==> src/rtl/nn_pkg.sv <==
// rtl/nn_pkg.sv - shared serializer state encoding and index-width helpers
package nn_pkg;

  typedef enum logic {
    IDLE  = 1'b0,
    SHIFT = 1'b1
  } ser_state_t;

  function automatic int clog2(input int n);
    int r;
    r = 0;
    while ((1 << r) < n) r++;
    return r;
  endfunction

  // An index register is never narrower than one bit.
  function automatic int idx_width(input int n);
    return (clog2(n) < 1) ? 1 : clog2(n);
  endfunction

endpackage

==> src/rtl/layer_serializer_if.sv <==
// rtl/layer_serializer_if.sv - upstream parallel vector and downstream element stream
interface layer_serializer_if #(
  parameter int NN = 10,
  parameter int DW = 16
);

  logic [NN-1:0]    i_valid;
  logic [NN*DW-1:0] i_data;
  logic             o_x_valid;
  logic [DW-1:0]    o_x_data;

  modport master (
    output i_valid,
    output i_data,
    input  o_x_valid,
    input  o_x_data
  );

  modport slave (
    input  i_valid,
    input  i_data,
    output o_x_valid,
    output o_x_data
  );

endinterface

==> src/rtl/argmax_tracker.sv <==
// rtl/argmax_tracker.sv - running signed maximum and index over one streamed vector
module argmax_tracker #(
  parameter int DW = 16,
  parameter int IW = 4
) (
  input  logic          clk,
  input  logic          rst,
  input  logic          el_valid,
  input  logic [DW-1:0] el_data,
  input  logic [IW-1:0] el_index,
  input  logic          el_first,
  input  logic          el_last,
  output logic [DW-1:0] o_max,
  output logic [IW-1:0] o_argmax,
  output logic          o_done
);

  logic [DW-1:0] run_max_q;
  logic [IW-1:0] run_idx_q;
  logic          take;
  logic [DW-1:0] cand_max;
  logic [IW-1:0] cand_idx;

  // Strict greater-than so a tie keeps the earlier (lower) index.
  always_comb begin
    take     = el_first || ($signed(el_data) > $signed(run_max_q));
    cand_max = take ? el_data : run_max_q;
    cand_idx = take ? el_index : run_idx_q;
  end

  always_ff @(posedge clk) begin
    if (!rst) begin
      run_max_q <= '0;
      run_idx_q <= '0;
      o_max     <= '0;
      o_argmax  <= '0;
      o_done    <= 1'b0;
    end else begin
      o_done <= 1'b0;
      if (el_valid) begin
        run_max_q <= cand_max;
        run_idx_q <= cand_idx;
        if (el_last) begin
          o_max    <= cand_max;
          o_argmax <= cand_idx;
          o_done   <= 1'b1;
        end
      end
    end
  end

endmodule

==> src/rtl/layer_serializer.sv <==
// rtl/layer_serializer.sv - parallel layer result to x_valid/x_in stream, optional argmax under SER_ARGMAX_EN
module layer_serializer
  import nn_pkg::*;
#(
  parameter int NN        = 10,
  parameter int dataWidth = 16,
  localparam int IW       = idx_width(NN)
) (
  input  logic                 clk,
  input  logic                 rst,
  layer_serializer_if.slave    bus,
  output logic                 o_busy,
  output logic                 o_overflow,
  output logic [IW-1:0]        o_argmax,
  output logic [dataWidth-1:0] o_max,
  output logic                 o_argmax_valid
);

  ser_state_t                  state_q, state_d;
  logic [NN*dataWidth-1:0]     shbuf_q;
  logic [NN*dataWidth-1:0]     pend_q;
  logic [IW-1:0]               idx_q;
  logic                        pend_full_q;
  logic                        overflow_q;
  logic                        capture;
  logic                        last;
  logic                        x_valid;
  logic [dataWidth-1:0]        x_data;

  assign capture = &bus.i_valid;
  assign last    = (state_q == SHIFT) && (idx_q == IW'(NN - 1));

  always_ff @(posedge clk) begin
    if (!rst) state_q <= IDLE;
    else      state_q <= state_d;
  end

  always_comb begin
    state_d = state_q;
    unique case (state_q)
      IDLE:  if (capture) state_d = SHIFT;
      SHIFT: if (last && !pend_full_q && !capture) state_d = IDLE;
      default: state_d = IDLE;
    endcase
  end

  // Shift buffer, holding buffer and sticky overflow.
  always_ff @(posedge clk) begin
    if (!rst) begin
      shbuf_q     <= '0;
      pend_q      <= '0;
      idx_q       <= '0;
      pend_full_q <= 1'b0;
      overflow_q  <= 1'b0;
    end else begin
      unique case (state_q)
        IDLE: begin
          if (capture) begin
            shbuf_q <= bus.i_data;
            idx_q   <= '0;
          end
        end
        SHIFT: begin
          if (last) begin
            idx_q <= '0;
            if (pend_full_q) begin
              shbuf_q <= pend_q;
              if (capture) pend_q      <= bus.i_data;
              else         pend_full_q <= 1'b0;
            end else if (capture) begin
              shbuf_q <= bus.i_data;
            end
          end else begin
            idx_q <= idx_q + 1'b1;
            if (capture) begin
              if (!pend_full_q) begin
                pend_q      <= bus.i_data;
                pend_full_q <= 1'b1;
              end else begin
                overflow_q <= 1'b1;
              end
            end
          end
        end
        default: idx_q <= '0;
      endcase
    end
  end

  always_comb begin
    x_valid        = (state_q == SHIFT);
    x_data         = x_valid ? shbuf_q[int'(idx_q)*dataWidth +: dataWidth] : '0;
    bus.o_x_valid  = x_valid;
    bus.o_x_data   = x_data;
    o_busy         = x_valid | pend_full_q;
    o_overflow     = overflow_q;
  end

`ifdef SER_ARGMAX_EN
  argmax_tracker #(
    .DW (dataWidth),
    .IW (IW)
  ) u_argmax (
    .clk      (clk),
    .rst      (rst),
    .el_valid (x_valid),
    .el_data  (x_data),
    .el_index (idx_q),
    .el_first (idx_q == '0),
    .el_last  (last),
    .o_max    (o_max),
    .o_argmax (o_argmax),
    .o_done   (o_argmax_valid)
  );
`else
  assign o_argmax       = '0;
  assign o_max          = '0;
  assign o_argmax_valid = 1'b0;
`endif

endmodule

==> src/flat_wrapper.sv <==
// flat-port wrapper written by rule: the top's interface ports become plain ports
module layer_serializer_flat import nn_pkg::*;
#(
  parameter int NN        = 10,
  parameter int dataWidth = 16,
  localparam int IW       = idx_width(NN)
)
  (clk, rst, o_busy, o_overflow, o_argmax, o_max, o_argmax_valid, bus_i_valid, bus_i_data, bus_o_x_valid, bus_o_x_data);
  layer_serializer_if #(.NN(NN), .DW((16))) bus_i ();
  input  logic clk;
  input  logic rst;
  output logic o_busy;
  output logic o_overflow;
  output logic [IW-1:0] o_argmax;
  output logic [dataWidth-1:0] o_max;
  output logic o_argmax_valid;
  input wire logic [$bits(bus_i.i_valid)-1:0] bus_i_valid;
  input wire logic [$bits(bus_i.i_data)-1:0] bus_i_data;
  output wire logic [$bits(bus_i.o_x_valid)-1:0] bus_o_x_valid;
  output wire logic [$bits(bus_i.o_x_data)-1:0] bus_o_x_data;
  assign bus_i.i_valid = bus_i_valid;
  assign bus_i.i_data = bus_i_data;
  assign bus_o_x_valid = bus_i.o_x_valid;
  assign bus_o_x_data = bus_i.o_x_data;
  layer_serializer #(.NN(NN), .dataWidth(dataWidth)) u_core (.clk(clk), .rst(rst), .bus(bus_i), .o_busy(o_busy), .o_overflow(o_overflow), .o_argmax(o_argmax), .o_max(o_max), .o_argmax_valid(o_argmax_valid));
endmodule
==> config.mk <==
export PLATFORM = sky130hd
export DESIGN_NAME = layer_serializer_flat
export DESIGN_NICKNAME = d
export VERILOG_FILES = /design/src/rtl/nn_pkg.sv /design/src/rtl/layer_serializer_if.sv /design/src/rtl/argmax_tracker.sv /design/src/rtl/layer_serializer.sv /design/src/flat_wrapper.sv
export SDC_FILE = /design/constraint.sdc
export NUM_CORES = 1
export LEC_CHECK = 0
export ABC_CLOCK_PERIOD_IN_PS = 4700
export CORE_MARGIN = 5
export CORE_UTILIZATION = 40
export DETAILED_ROUTE_END_ITERATION = 10
export SETUP_SLACK_MARGIN = 0.02
export SLEW_MARGIN = 20
export SYNTH_ARGS = -nofsm -noshare
export SYNTH_HDL_FRONTEND = slang
export SYNTH_SLANG_ARGS = --single-unit
export TNS_END_PERCENT = 30
==> constraint.sdc <==
create_clock -name clk -period 4.7 [get_ports clk]
set_clock_uncertainty 0.1 [all_clocks]
set_input_delay 1.175 -clock clk [delete_from_list [all_inputs] [get_ports clk]]
set_output_delay 1.175 -clock clk [all_outputs]
set_load 0.01 [all_outputs]
==> metrics list, run 1 <==
* Post-CTS Repair Setup Buffers: 0
- Final Net Count: approximately 1800
* Row count: 69
- Summed over all layers, the routed wires come to 50950 um.
- STA puts the critical path data required time at between 3 and 4 ns.
* Share of flip-flops with an asynchronous set or reset: 0%
- Vertical die dimension: approximately 200 um
* Sequential cell area fraction in the yosys report: 45.43%
- By area the synthesized netlist is led by sky130_fd_sc_hd__dfxtp_1, sky130_fd_sc_hd__o221a_2, sky130_fd_sc_hd__o21a_1, sky130_fd_sc_hd__a21oi_1, sky130_fd_sc_hd__o21ai_0.
* Number of optimization iterations in the first detailed-route pass: 5
* Lkg Pwr: between 5 and 6 nW
- The clock tree synthesis step divided the H-tree into 2 levels.
- STA puts the critical path data arrival time at ~3.3 ns.
- Final hold violation count: 0
* Setup repair after global routing missed its margin: no
- Clock Tree Root: sky130_fd_sc_hd__clkbuf_16
- Clock tree from TritonCTS: yes
- Pin placement for this block handled roughly 210 I/O pins.
- In the global route stage, overall resource usage came out at around a quarter.
- Number of global-route vias before repair: around 12000
* Die span in x: between 150 and 200 um
- The number of clock buffers added by TritonCTS is 37.
- Reg2Reg Setup Slack: 1.34 ns
- Counting flops and latches in the post-synthesis netlist gives between 300 and 400.
* Yosys warning count: 0
- The clock reaches the later pin of the worst-skew pair after around 0.52 ns.
- The clock passes through at most 3 buffers.
- In the final layout, the share of cells above drive strength 1 is between 10% and 20%.
* Post_cts resized: 0
* Period Utilization, post-route: 97.31%
- The path class of the tightest hold or removal check is reg2reg.
- Number of synthesized flops with an enable pin: 0
- For this run, the share of the core covered by cells in the final layout is approximately half.
- Filler cell count: 3256
- Setup violations remaining at the end of the flow were counted as 0.
- The synthesized netlist occupies a cell area of between 10000 and 15000 sq um.
- The synthesized netlist contains 43 unique library cells.
* Most used DFF post-synth: sky130_fd_sc_hd__dfxtp_1
* Max capacitance violation total: 0
* Wire length of the first global-routing pass: around 76000 um
- Clk sinks: 327
- Cell count after placement: approximately 2000
- Worst setup slack after layout: roughly 0.13 ns
- Antenna-violating nets left: 0
- WL per Instance: between 20 and 25 um
- Summed over all instances, the cell type with the most area after synthesis is sky130_fd_sc_hd__dfxtp_1.
- STA classifies the critical path endpoint as an output port.
- Pin count of the biggest net entering global routing: 161
- For the pin with the worst max-slew slack, the measured transition is between 1 and 1.5 ns.
* Portion of synthesized cell area occupied by the leading cell type: between 40% and 50%
- The sequential cells in the finished layout cover a total of approximately 6600 sq um.
- In the final timing run, aggregate negative setup slack is 0 ns.
- The die covers between 30000 and 40000 sq um.
- In this run the most critical hold path is launched from u_core.shbuf_q[97].
- The first routing iteration left 1332 violations.
- GR Overflow Total: 0
- From synthesis to final layout, the design area changed by 22.12%.
* Maximum vdd ir drop: around 0.00023 V
* Status: finished, final reports clean
* Combined area of the multi-input logic cells: 7061 sq um
* Biggest fanout along the worst timing path: 21
* Via count: approximately 13000
* Worst setup path start: u_core.idx_q[0]
* Normalized max-slew margin: about 28%
- Subtracting the final worst setup slack from the clock period gives 4.573 ns.
* Detailed placer's ending HPWL: ~30000 um
* Non-Filler Instances: between 2000 and 2500
- Initial cell density of the core: between 40% and 50%
- Floorplan Core Area: between 30000 and 40000 sq um
* Initial antenna violation count: 3
- Buffers added on ports: between 150 and 200
- Based on the critical path, the design can be clocked at up to ~220 MHz.
* Count of final max-slew check failures: 0
- Placer's final routability congestion estimate: ~0.81
- Gate count of the mapped netlist: approximately 1500
* Areal power density over the cells: 337.4 nW/um^2
- Type of the worst setup path: reg2out
* Via-per-instance ratio: 6.204
- Beginning of the worst register-to-register path: u_core.idx_q[1]
- STA classifies the critical path startpoint as a flop.
* Post-detailed-route DRC marker count: 0
- Clk pin slew, worst setup/hold paths: 0.06 ns
- Avg Cell Area, Syn: approximately 9.6 sq um
* Worst Setup Slack post-DPL: 0.7017 ns
- After clock tree synthesis, the flow added hold-fix buffers numbering 0.
## worst paths after layout
| path | endpoint | cells after the start |
|---|---|---|
| setup / recovery | bus_o_x_data[2] | 6 |
| hold / removal | u_core.shbuf_q[97] | 2 |
| setup reg to reg | u_core.shbuf_q[136] | 8 |
| hold reg to reg | u_core.shbuf_q[97] | 2 |
## sequential cells by signal (all words and copies together) (netlist names)
| register | flops |
|---|---|
| u_core.bus.o_x_valid | 1 |
| u_core.idx_q | 4 |
| u_core.pend_q | 160 |
| u_core.shbuf_q | 160 |
| u_core.o_overflow | 1 |
| u_core.pend_full_q | 1 |
## synthesized netlist by cell type (all sizes together) (2+ instances only)
| cell | instances |
|---|---|
| ha | 2 |
| or3 | 2 |
| mux4 | 16 |
| nand3 | 160 |
| a221oi | 16 |
| nor2 | 2 |
| and2 | 2 |
| nand4 | 2 |
| clkbuf | 124 |
| buf | 77 |
| nand2 | 27 |
| dfxtp | 327 |
| o21ai | 181 |
| mux2 | 16 |
| o21a | 159 |
| o221a | 159 |
| a31oi | 2 |
| a21oi | 180 |
| or2 | 2 |
| inv | 3 |
| mux2i | 32 |
## logic make-up after synthesis
kind of cell    share of synthesized area (%)
other cells                           0.02603
buf+inv                                 6.495
flops                                   45.43
xor+xnor                               0.1216
compound gates                          34.56
fa+ha+maj                              0.1736
simple gates                            7.216
mux                                     5.974
## layout by cell type (no fill, tap or decap), types with 26 or more instances in the layout
cell type	n
sky130_fd_sc_hd__o21ai_0	161
sky130_fd_sc_hd__mux2i_1	32
sky130_fd_sc_hd__clkbuf_16	39
sky130_fd_sc_hd__nand2_1	26
sky130_fd_sc_hd__clkdlybuf4s50_1	189
sky130_fd_sc_hd__nand3_1	160
sky130_fd_sc_hd__o21a_1	159
sky130_fd_sc_hd__a21oi_1	179
sky130_fd_sc_hd__o221a_2	158
sky130_fd_sc_hd__dfxtp_1	326
## layout make-up
| type | count | area share, % |
|---|---|---|
| multi-input combinational | 995 | 40.13 |
| sequential | 327 | 37.23 |
| timing repair buffer | 217 | 12.52 |
| clock buffer | 58 | 6.521 |
| tap | 461 | 3.278 |
| clock inverter | 6 | 0.2133 |
| inverter | 3 | 0.07822 |
| antenna | 3 | 0.04267 |
## critical path: stages (launching register included)
cell and delay (ns):
sky130_fd_sc_hd__dfxtp_4 0.55, sky130_fd_sc_hd__buf_4 0.43, sky130_fd_sc_hd__mux2i_1 0.17, sky130_fd_sc_hd__a221oi_1 0.56, sky130_fd_sc_hd__o21ai_0 0.22, sky130_fd_sc_hd__a21oi_1 0.26, sky130_fd_sc_hd__clkdlybuf4s50_1 0.58
## per-stage QoR
stage                     area (sq um)  total power [mW]  hold slack, ns
after floorplan                  14480             2.955          0.3347
final                            17600             5.938          0.3584
after detailed placement         16400             3.159          0.3495
after global placement           16400             3.158          0.3448
after CTS                        17580             5.975          0.3575
after global routing             17590             6.101          0.3867
## where the power goes
group	switching (mW)	internal, mW	total [mW]
sequential	0.00173	2.77	2.77
clock	1.16	1.67	2.84
combinational	0.147	0.178	0.326
## metal layers
layer | vias up | wire, um | global-route usage [%]
met5 | - | 0 | 0
met4 | 0 | 1270 | 6.692
met3 | 75 | 3357 | 3.709
met2 | 497 | 23270 | 36.93
met1 | 6416 | 23050 | 35.49
li1 | 5854 | - | -
(Power assumes the default switching activity.)
==> run 2, diff against run 1 <==
ABC_CLOCK_PERIOD_IN_PS = not set   (was 4700)
CORE_ASPECT_RATIO = 2   (was not set)
==> metrics list, run 2 (synthesis results as in run 1) <==
* Status: finished, final reports clean
- The first global-routing pass estimated about 78000 um of wire.
* Detailed placer's ending HPWL: around 32000 um
* Beginning of the worst register-to-register path: u_core.idx_q[0]
- After routing, the total negative slack on setup checks comes to 0 ns.
* Vertical die dimension: around 280 um
- WL per Instance: approximately 25 um
- Across the VDD grid, the largest voltage drop is just under 0.0004 V.
* Uppermost layer routed: met4
- From synthesis to final layout, the design area changed by 20.84%.
- Setup violations remaining at the end of the flow were counted as 0.
- Lkg Pwr: 5.666 nW
- CP startpoint kind: flop
- Filler cell count: about 3300
* Biggest fanout along the worst timing path: 22
- CTS H-tree depth: 1
* Routed length on met1: 20030 um
- Final Net Count: around 1700
- In the routed design, unresolved DRC markers number 0.
- Worst setup path start: u_core.idx_q[2]
- The floorplan step defined a die boundary enclosing 40150 sq um.
* Number of optimization iterations in the first detailed-route pass: 5
- Max capacitance violation total: 0
- Wire segments on met3 add up to a little over 3000 um in the final route.
- Required time worst endpoint: approximately 3.4 ns
* Most frequent standard cell in the layout excluding fill and tap cells: sky130_fd_sc_hd__dfxtp_1
- Clock latency reported for the late side of the worst-skew pair: about 0.57 ns
- Across all layers, the routed design uses roughly 13000 vias.
- Headroom to the max-slew limit came out at around a third.
* Die span in x: 144.2 um
- For the pin with the worst max-slew slack, the measured transition is around 1.0 ns.
* Pin count of the biggest net entering global routing: ~130
- The number of antenna violations at the first check in global routing came to 0.
* Row count: just under 100
- Wire segments on met2 add up to around 25000 um in the final route.
* Clock tree from TritonCTS: yes
* Leading registers by flop count: u_core.pend_q x160, u_core.shbuf_q x160, u_core.idx_q x4
- The worst setup path is of the reg2out kind.
* Maximum clock insertion buffer count: 3
- The worst hold path belongs to the class reg2reg.
* I/O pin count: 212
* Initial cell density of the core: between 40% and 50%
- The total area inside the core boundary comes to 35680 sq um.
* Critical Path End Type: output port
* Non-Filler Instances: 2045
* Antenna-violating nets left: 0
- Measured in cells, the most critical reg-to-reg path has a length of 8.
* Final hold violation count: 0
- For this run, the total global-route usage over all layers was measured as 24.58%.
- Port buffering added 190 buffers.
- For this block, the initial DRC count from the detailed router was ~1200.
- Cell count after placement: about 2000
- Reg2Reg Setup Slack: around 1.4 ns
* Clock period minus worst slack: 4.532 ns
* Period Utilization, post-route: between 90% and 100%
- GR Overflow Total: 0
- Clk pin slew, worst setup/hold paths: 0.07 ns
- Derived from the worst setup path, the maximum achievable clock frequency is 220.6 MHz.
* Via-per-instance ratio: 6.301
- 0 antenna diodes ended up in the layout.
- Signal arrival time at the worst endpoint: 3.26 ns
- Number of global-route vias before repair: between 10000 and 15000
- The max-slew violation count is 0.
- Of the cells placed in the final design, the portion with a size suffix greater than 1 is around 17%.
- Total wire length: ~52000 um
- Setup repair after global routing missed its margin: no
* Clock Tree Root: sky130_fd_sc_hd__clkbuf_16
- For this design, the sink count on the clock tree is 327.
- In this run, CTS created clock tree buffers numbering 30.
- Placer's final routability congestion estimate: a little over 0.8
- Endpoint of the worst register-to-register path: u_core.shbuf_q[3]
- The most critical setup path has its endpoint at bus_o_x_data[4].
- The top cell types in the final layout, fill and taps aside, are sky130_fd_sc_hd__dfxtp_1, sky130_fd_sc_hd__clkdlybuf4s50_1, sky130_fd_sc_hd__a21oi_1, sky130_fd_sc_hd__o21ai_0, sky130_fd_sc_hd__nand3_1.
* Areal power density over the cells: ~320 nW/um^2
[run 2: per-layer routing]
metal  vias to the layer above  GRT usage, %
li1                       5832             -
met3                       124         2.768
met2                       543         40.00
met5                         -             0
met1                      6387         31.77
met4                         0         12.78
[run 2: final cells by class]
class                      count  area, sq um  area share (%)
inverter                       3        13.76         0.07905
tap                          450        563.0           3.234
sequential                   327         6550           37.62
timing repair buffer         217         2222           12.76
multi-input combinational    995         7061           40.55
clock buffer                  45        908.4           5.217
clock inverter                 8        93.84          0.5389
[run 2: how the worst min path moves through the flow]
stage          slack [ns]  cells past startpoint                 end               start
5_1_grt              0.38                      2  u_core.shbuf_q[97]  u_core.shbuf_q[97]
4_1_cts              0.36                      2  u_core.shbuf_q[97]  u_core.shbuf_q[97]
6_report             0.36                      2  u_core.shbuf_q[97]  u_core.shbuf_q[97]
3_5_place_dp         0.35                      2  u_core.shbuf_q[97]  u_core.shbuf_q[97]
3_3_place_gp         0.35                      2  u_core.shbuf_q[97]  u_core.shbuf_q[97]
2_1_floorplan        0.33                      2  u_core.shbuf_q[97]  u_core.shbuf_q[97]
[run 2: through the flow]
step	worst slack, ns	hold WS [ns]	power (mW)	utilization (%)	area (sq um)
after CTS	0.1215	0.3581	5.671	48.70	17380
after global routing	0.02572	0.3775	5.789	48.80	17410
after detailed placement	0.7511	0.3483	3.161	45.89	16380
final	0.1678	0.3567	5.632	48.80	17410
after floorplan	1.759	0.3347	2.955	-	14480
after global placement	0.7557	0.3476	3.160	45.89	16380
[run 2: critical path, stage by stage (launching register included)]
cell and delay (ns):
sky130_fd_sc_hd__dfxtp_1 0.50, sky130_fd_sc_hd__and2_1 0.48, sky130_fd_sc_hd__a221oi_1 0.60, sky130_fd_sc_hd__o21ai_0 0.33, sky130_fd_sc_hd__a21oi_1 0.22, sky130_fd_sc_hd__clkdlybuf4s50_1 0.56
[run 2: timing repair]
action                                  in CTS  in global routing
hold buffers                                 0                  0
endpoints found under the setup margin       0                  3
gates resized for setup                      0                  1
buffers inserted                             0                  1
[run 2: where the power goes]
| group | internal, mW | total, mW | switching [mW] |
|---|---|---|---|
| clock network | 1.44 | 2.53 | 1.10 |
| registers | 2.77 | 2.77 | 0.00172 |
| logic | 0.179 | 0.327 | 0.148 |
| total | 4.39 | 5.63 | 1.25 |
